**src/rtl/uart_pkg.sv**
```systemverilog
// ---------------------------------------------------------------------------
// uart_pkg
// Shared definitions for the UART transmit path: default widths and the
// launch-FSM state encoding used by uart_tx_buffer.
// ---------------------------------------------------------------------------
package uart_pkg;

    localparam int unsigned DATA_BITS_DEF = 8;
    localparam int unsigned ADDR_BITS_DEF = 4;

    // Launch FSM state type and its encodings
    typedef logic [1:0] state_t;

    localparam state_t ST_IDLE  = 2'd0;
    localparam state_t ST_START = 2'd1;
    localparam state_t ST_WAIT  = 2'd2;

endpackage

```
**src/rtl/uart_fifo.sv**
```systemverilog
// ---------------------------------------------------------------------------
// uart_fifo
// Circular byte queue for the TX path. Pointers wrap modulo 2^ADDR_BITS;
// occupancy is kept in a separate ADDR_BITS+1 counter so full and empty are
// unambiguous. All flags come straight from registered state.
//
// Ports
//   clk        in   system clock, rising edge
//   rst        in   asynchronous active-low reset
//   i_wr       in   write strobe (ignored while full)
//   i_data     in   byte to store
//   i_rd       in   pop strobe (ignored while empty)
//   o_rd_data  out  head-of-queue byte
//   o_full     out  queue holds 2^ADDR_BITS entries
//   o_empty    out  queue holds 0 entries
//   o_count    out  current occupancy
//   o_overflow out  sticky, set when a write is rejected
// ---------------------------------------------------------------------------
module uart_fifo
    import uart_pkg::*;
#(
    parameter int unsigned DATA_BITS = DATA_BITS_DEF,
    parameter int unsigned ADDR_BITS = ADDR_BITS_DEF
) (
    input  logic                 clk,
    input  logic                 rst,
    input  logic                 i_wr,
    input  logic [DATA_BITS-1:0] i_data,
    input  logic                 i_rd,
    output logic [DATA_BITS-1:0] o_rd_data,
    output logic                 o_full,
    output logic                 o_empty,
    output logic [ADDR_BITS:0]   o_count,
    output logic                 o_overflow
);

    localparam int unsigned    DEPTH   = 1 << ADDR_BITS;
    localparam logic [ADDR_BITS:0] CNT_FULL = {1'b1, {ADDR_BITS{1'b0}}};

    logic [DATA_BITS-1:0] r_mem [0:DEPTH-1];
    logic [ADDR_BITS-1:0] r_wr_ptr;
    logic [ADDR_BITS-1:0] r_rd_ptr;
    logic [ADDR_BITS:0]   r_count;
    logic                 r_overflow;

    logic w_full;
    logic w_empty;
    logic w_wr_en;
    logic w_rd_en;

    assign w_full  = (r_count == CNT_FULL);
    assign w_empty = (r_count == '0);

    // Full/empty are taken from the pre-edge count, so a write arriving while
    // full is rejected even if a pop frees a slot on the same edge.
    assign w_wr_en = i_wr & ~w_full;
    assign w_rd_en = i_rd & ~w_empty;

    always_ff @(posedge clk) begin
        if (w_wr_en) begin
            r_mem[r_wr_ptr] <= i_data;
        end
    end

    always_ff @(posedge clk or negedge rst) begin
        if (!rst) begin
            r_wr_ptr   <= '0;
            r_rd_ptr   <= '0;
            r_count    <= '0;
            r_overflow <= 1'b0;
        end else begin
            if (w_wr_en) begin
                r_wr_ptr <= r_wr_ptr + 1'b1;
            end
            if (w_rd_en) begin
                r_rd_ptr <= r_rd_ptr + 1'b1;
            end
            case ({w_wr_en, w_rd_en})
                2'b10:   r_count <= r_count + 1'b1;
                2'b01:   r_count <= r_count - 1'b1;
                default: r_count <= r_count;
            endcase
            if (i_wr && w_full) begin
                r_overflow <= 1'b1;
            end
        end
    end

    assign o_rd_data  = r_mem[r_rd_ptr];
    assign o_full     = w_full;
    assign o_empty    = w_empty;
    assign o_count    = r_count;
    assign o_overflow = r_overflow;

endmodule

```
**src/rtl/uart_tx_buffer.sv**
```systemverilog
// ---------------------------------------------------------------------------
// uart_tx_buffer
// Transmit-side byte queue and launch controller in front of the UART TX
// serializer. Host bytes go into uart_fifo; a three-state FSM pops one byte
// at a time, pulses o_tx_start for one cycle, and holds o_tx_data until TX
// reports i_tx_done.
//
// Ports
//   clk         in   system clock, rising edge
//   rst         in   asynchronous active-low reset
//   i_wr        in   host write strobe
//   i_data      in   host byte
//   o_full      out  queue full
//   o_empty     out  queue empty
//   o_count     out  queue occupancy
//   o_overflow  out  sticky write-rejected flag
//   i_tx_done   in   end-of-stop-bit pulse from TX
//   o_tx_start  out  one-cycle launch pulse to TX
//   o_tx_data   out  byte to TX, stable from launch until done
//   o_busy      out  a byte is launched and not yet done
// ---------------------------------------------------------------------------
module uart_tx_buffer
    import uart_pkg::*;
#(
    parameter int unsigned DATA_BITS = DATA_BITS_DEF,
    parameter int unsigned ADDR_BITS = ADDR_BITS_DEF
) (
    input  logic                 clk,
    input  logic                 rst,
    input  logic                 i_wr,
    input  logic [DATA_BITS-1:0] i_data,
    output logic                 o_full,
    output logic                 o_empty,
    output logic [ADDR_BITS:0]   o_count,
    output logic                 o_overflow,
    input  logic                 i_tx_done,
    output logic                 o_tx_start,
    output logic [DATA_BITS-1:0] o_tx_data,
    output logic                 o_busy
);

    state_t               r_state;
    logic [DATA_BITS-1:0] r_tx_data;

    logic [DATA_BITS-1:0] w_head;
    logic                 w_empty;
    logic                 w_pop;

    uart_fifo #(
        .DATA_BITS (DATA_BITS),
        .ADDR_BITS (ADDR_BITS)
    ) u_fifo (
        .clk        (clk),
        .rst        (rst),
        .i_wr       (i_wr),
        .i_data     (i_data),
        .i_rd       (w_pop),
        .o_rd_data  (w_head),
        .o_full     (o_full),
        .o_empty    (w_empty),
        .o_count    (o_count),
        .o_overflow (o_overflow)
    );

    // Pop only from IDLE with data present; the popped byte is captured into
    // r_tx_data on the same edge, so a fresh write is never bypassed.
    assign w_pop = (r_state == ST_IDLE) && !w_empty;

    always_ff @(posedge clk or negedge rst) begin
        if (!rst) begin
            r_state   <= ST_IDLE;
            r_tx_data <= '0;
        end else begin
            case (r_state)
                ST_IDLE: begin
                    if (w_pop) begin
                        r_tx_data <= w_head;
                        r_state   <= ST_START;
                    end
                end
                ST_START: begin
                    r_state <= ST_WAIT;
                end
                ST_WAIT: begin
                    if (i_tx_done) begin
                        r_state <= ST_IDLE;
                    end
                end
                default: begin
                    r_state <= ST_IDLE;
                end
            endcase
        end
    end

    assign o_empty    = w_empty;
    assign o_tx_start = (r_state == ST_START);
    assign o_busy     = (r_state != ST_IDLE);
    assign o_tx_data  = r_tx_data;

endmodule
```
**config.mk**
```make
export PLATFORM = sky130hd
export DESIGN_NAME = uart_tx_buffer
export DESIGN_NICKNAME = d
export VERILOG_FILES = /design/src/rtl/uart_pkg.sv /design/src/rtl/uart_fifo.sv /design/src/rtl/uart_tx_buffer.sv
export SDC_FILE = /design/constraint.sdc
export NUM_CORES = 1
export LEC_CHECK = 0
export ABC_CLOCK_PERIOD_IN_PS = 3680
export CAP_MARGIN = 20
export CORE_UTILIZATION = 30
export DETAILED_ROUTE_END_ITERATION = 8
export REMOVE_ABC_BUFFERS = 1
export SYNTH_ARGS = -nofsm -noshare
export SYNTH_HDL_FRONTEND = slang
export SYNTH_SLANG_ARGS = --single-unit
export TNS_END_PERCENT = 50
```
**constraint.sdc**
```tcl
create_clock -name clk -period 3.68 [get_ports clk]
set_clock_uncertainty 0.2 [all_clocks]
set_input_delay 0.736 -clock clk [delete_from_list [all_inputs] [get_ports clk]]
set_output_delay 0.736 -clock clk [all_outputs]
set_load 0.1 [all_outputs]
```
==> metrics <==
area of the core=19720 um^2; crit path launch=u_fifo.o_count[2]; CTS tree=yes; Sw Share=37.97%; pin count of the biggest net entering global routing=35; syn_area_per_cell=19.04 um^2; Critical Path AT=3100 ps; Yosys Warn Count=0; Post-synth EDFFs=128; gpl congestion=0.7935; largest area contributor in the netlist=edfxtp_1; Rows=51; clk slew on worst S/H paths=60 ps; PwrDens=894.7 nW/um^2; Req. time, crit path=3780 ps; Initial Util=30.99%; Detail Route Antenna Nets=0; Int Power=4.074 mW; total power draw=6.569 mW; Finish-stage setup viols=0; routed via count=3045; final WL=11850 um; non-filler cells, final=648; largest cells by area after synthesis=edfxtp_1, mux4_2, dfrtp_1; Reg2Reg Depth=8; final hold vios=0; Avg WL per Cell=18.29 um; post-CTS resize count=0; Tcrit/Tclk final=81.51%; worst hold path type=flop to flop; Rel. slew slack=35.51%; Multi-input gate area=1550 um^2; Storage cell area=4446 um^2; CTS root buf=clkbuf_16; r2r setup slk=680 ps; Setup Fix Bufs, Post-CTS=0; asr flop ratio synth=15.79%; Worst Setup Start Kind=flop; Logic pwr share=38.2%; Post-DP HPWL=7444 um; Worst Path Class, Setup=flop to flop; die extent in y=144.7 um; hold-fix buffers at CTS=0; Reg-to-Reg End=u_fifo.o_count[3]; Synth Cell Area=6111 um^2; crit-path max FO=9; die area=20940 um^2; initial antenna violation count=0; Reg power frac=36.1%; synth unique cells=33; 1st-pass router iterations=4; 1st-iter DRT viols=181; number of port buffers=29; post-synthesis sequential area ratio=72.73%; htree depth=4; critical path endpoint category=flop; Clk pwr share=25.7%; Die Wd=144.7 um; Max Cap Viol=0; worst vdd ir=406.9 uV; Synth Flop Type=edfxtp_1; Max Slew Vio Count=0; Setup WS pre-CTS=584.4 ps; RSZ-0062 raised after global routing=no; first-pass GRT wire length=18220 um; status=completed; Filler cells=1840; nets=390; Layout Area Growth over Synthesis=20.15%; total track usage=12.51%; total grt overflow=0; CP endpoint=u_fifo.o_count[3]; layout cells sized above 1=29.77%; P_sw=2.494 mW; I/O Pins=30; Clk Latency, worst-skew pair=420 ps; final worst path period need=3000 ps; Final WS setup=680.4 ps; clk buf depth=2; placed insts=616; CTS buffer count=17; clk sinks=152; number of global-route vias before repair=3142; Core Util, Final=37.24%; Worst-Margin Slew=964.4 ps; register bit count reported by yosys=152; Post-Route Setup TNS=0 ps; Max Clk Rate=333.4 MHz; R2R Path Start=u_fifo.o_count[2]; drt via density=4.699; Post-route DRC=0; Synth Instances=321; post-synth top area share=62.90%; n_diodes=0; Leakage Power=2.509 nW
## sequential cells by signal (all words and copies together), names as in the netlist
signal             cells
u_fifo.r_mem         128
u_fifo.r_rd_ptr        4
u_fifo.o_count         5
u_fifo.r_wr_ptr        4
u_fifo.o_overflow      1
r_state                2
o_tx_data              8
## power groups by stage
stage	logic [mW]	registers, mW	clock network [mW]
3_5_place_dp	2.55	2.41	0
3_3_place_gp	2.51	2.39	0
6_report	2.51	2.37	1.69
2_1_floorplan	1.24	3.03	0
4_1_cts	2.56	2.37	1.73
5_1_grt	2.67	2.41	1.80
## routing by layer
metal,vias up,GRT usage (%),share of wire (%)
met4,0,5.651,1.9
li1,1375,-,-
met2,54,21.71,53
met3,20,2.567,3.9
met5,-,0,0
met1,1596,14.96,42
## worst max-delay path, cell delays in order, from the launching register on
cell and delay (ps):
dfrtp_1 480, or3_4 440, o31a_1 270, inv_1 80
ha_1 330, or4b_2 640, a31oi_1 180, o21ai_0 130
xnor2_1 140
## kinds of logic (layout without fill, tap and decap cells)
family / count (synthesis) / after routing / share of synthesized area (%)
muxes: 43 / 43 / 13.64
DFF: 152 / 152 / 72.73
xor gates and xnor gates: 12 / 12 / 1.720
and+or+nand+nor: 52 / 52 / 4.075
adders and majority gates: 8 / 8 / 1.638
AOI/OAI and AO/OA: 29 / 29 / 4.300
buffers and inverters: 25 / 87 / 1.904
## worst min path at each step
stage	startpoint	depth (start not counted)	end
after floorplan	rst	0	o_tx_data[0]
after global placement	u_fifo.o_overflow	1	u_fifo.o_overflow
after detailed placement	u_fifo.o_overflow	1	u_fifo.o_overflow
after CTS	u_fifo.o_overflow	1	u_fifo.o_overflow
after global routing	u_fifo.o_overflow	1	u_fifo.o_overflow
final	u_fifo.o_overflow	1	u_fifo.o_overflow
## stage by stage
stage | cell area (um^2) | hold slack (ps)
after floorplan | 6013 | 240.4
after global placement | 6764 | 244.8
after detailed placement | 6764 | 265.0
after CTS | 7342 | 286.0
after global routing | 7342 | 321.3
final | 7342 | 277.7
## cell usage after synthesis (all sizes together), types with 3 or more instances
master    n
edfxtp  128
mux4     32
a221oi    8
nand2     7
nor2     25
clkbuf    9
nor3      6
inv       5
xor2      4
a21o      3
nand2b    6
xnor2     8
mux2i     9
ha        8
o22ai     8
buf      11
o31a      3
dfrtp    24
## layout by cell type (no fill, tap or decap), types with 6 or more instances in the layout
cell and instances:
buf_4 37, xnor2_1 8, dfrtp_1 23, o22ai_1 8, ha_1 8, edfxtp_1 128
mux2i_1 9, a221oi_2 8, nor2_1 25, nand2b_1 6, clkdlybuf4s50_1 12, nor3_1 6
nand2_1 7, clkbuf_16 17, mux4_2 32
## final cells by class
| class | instances | share of cell area (%) |
|---|---|---|
| multi-input combinational | 144 | 21.11 |
| clock inverter | 14 | 2.028 |
| timing repair buffer | 50 | 5.692 |
| sequential | 152 | 60.55 |
| clock buffer | 18 | 5.845 |
| tap | 265 | 4.516 |
| inverter | 5 | 0.2556 |
Note: power is estimated with default switching activity, not from simulation.
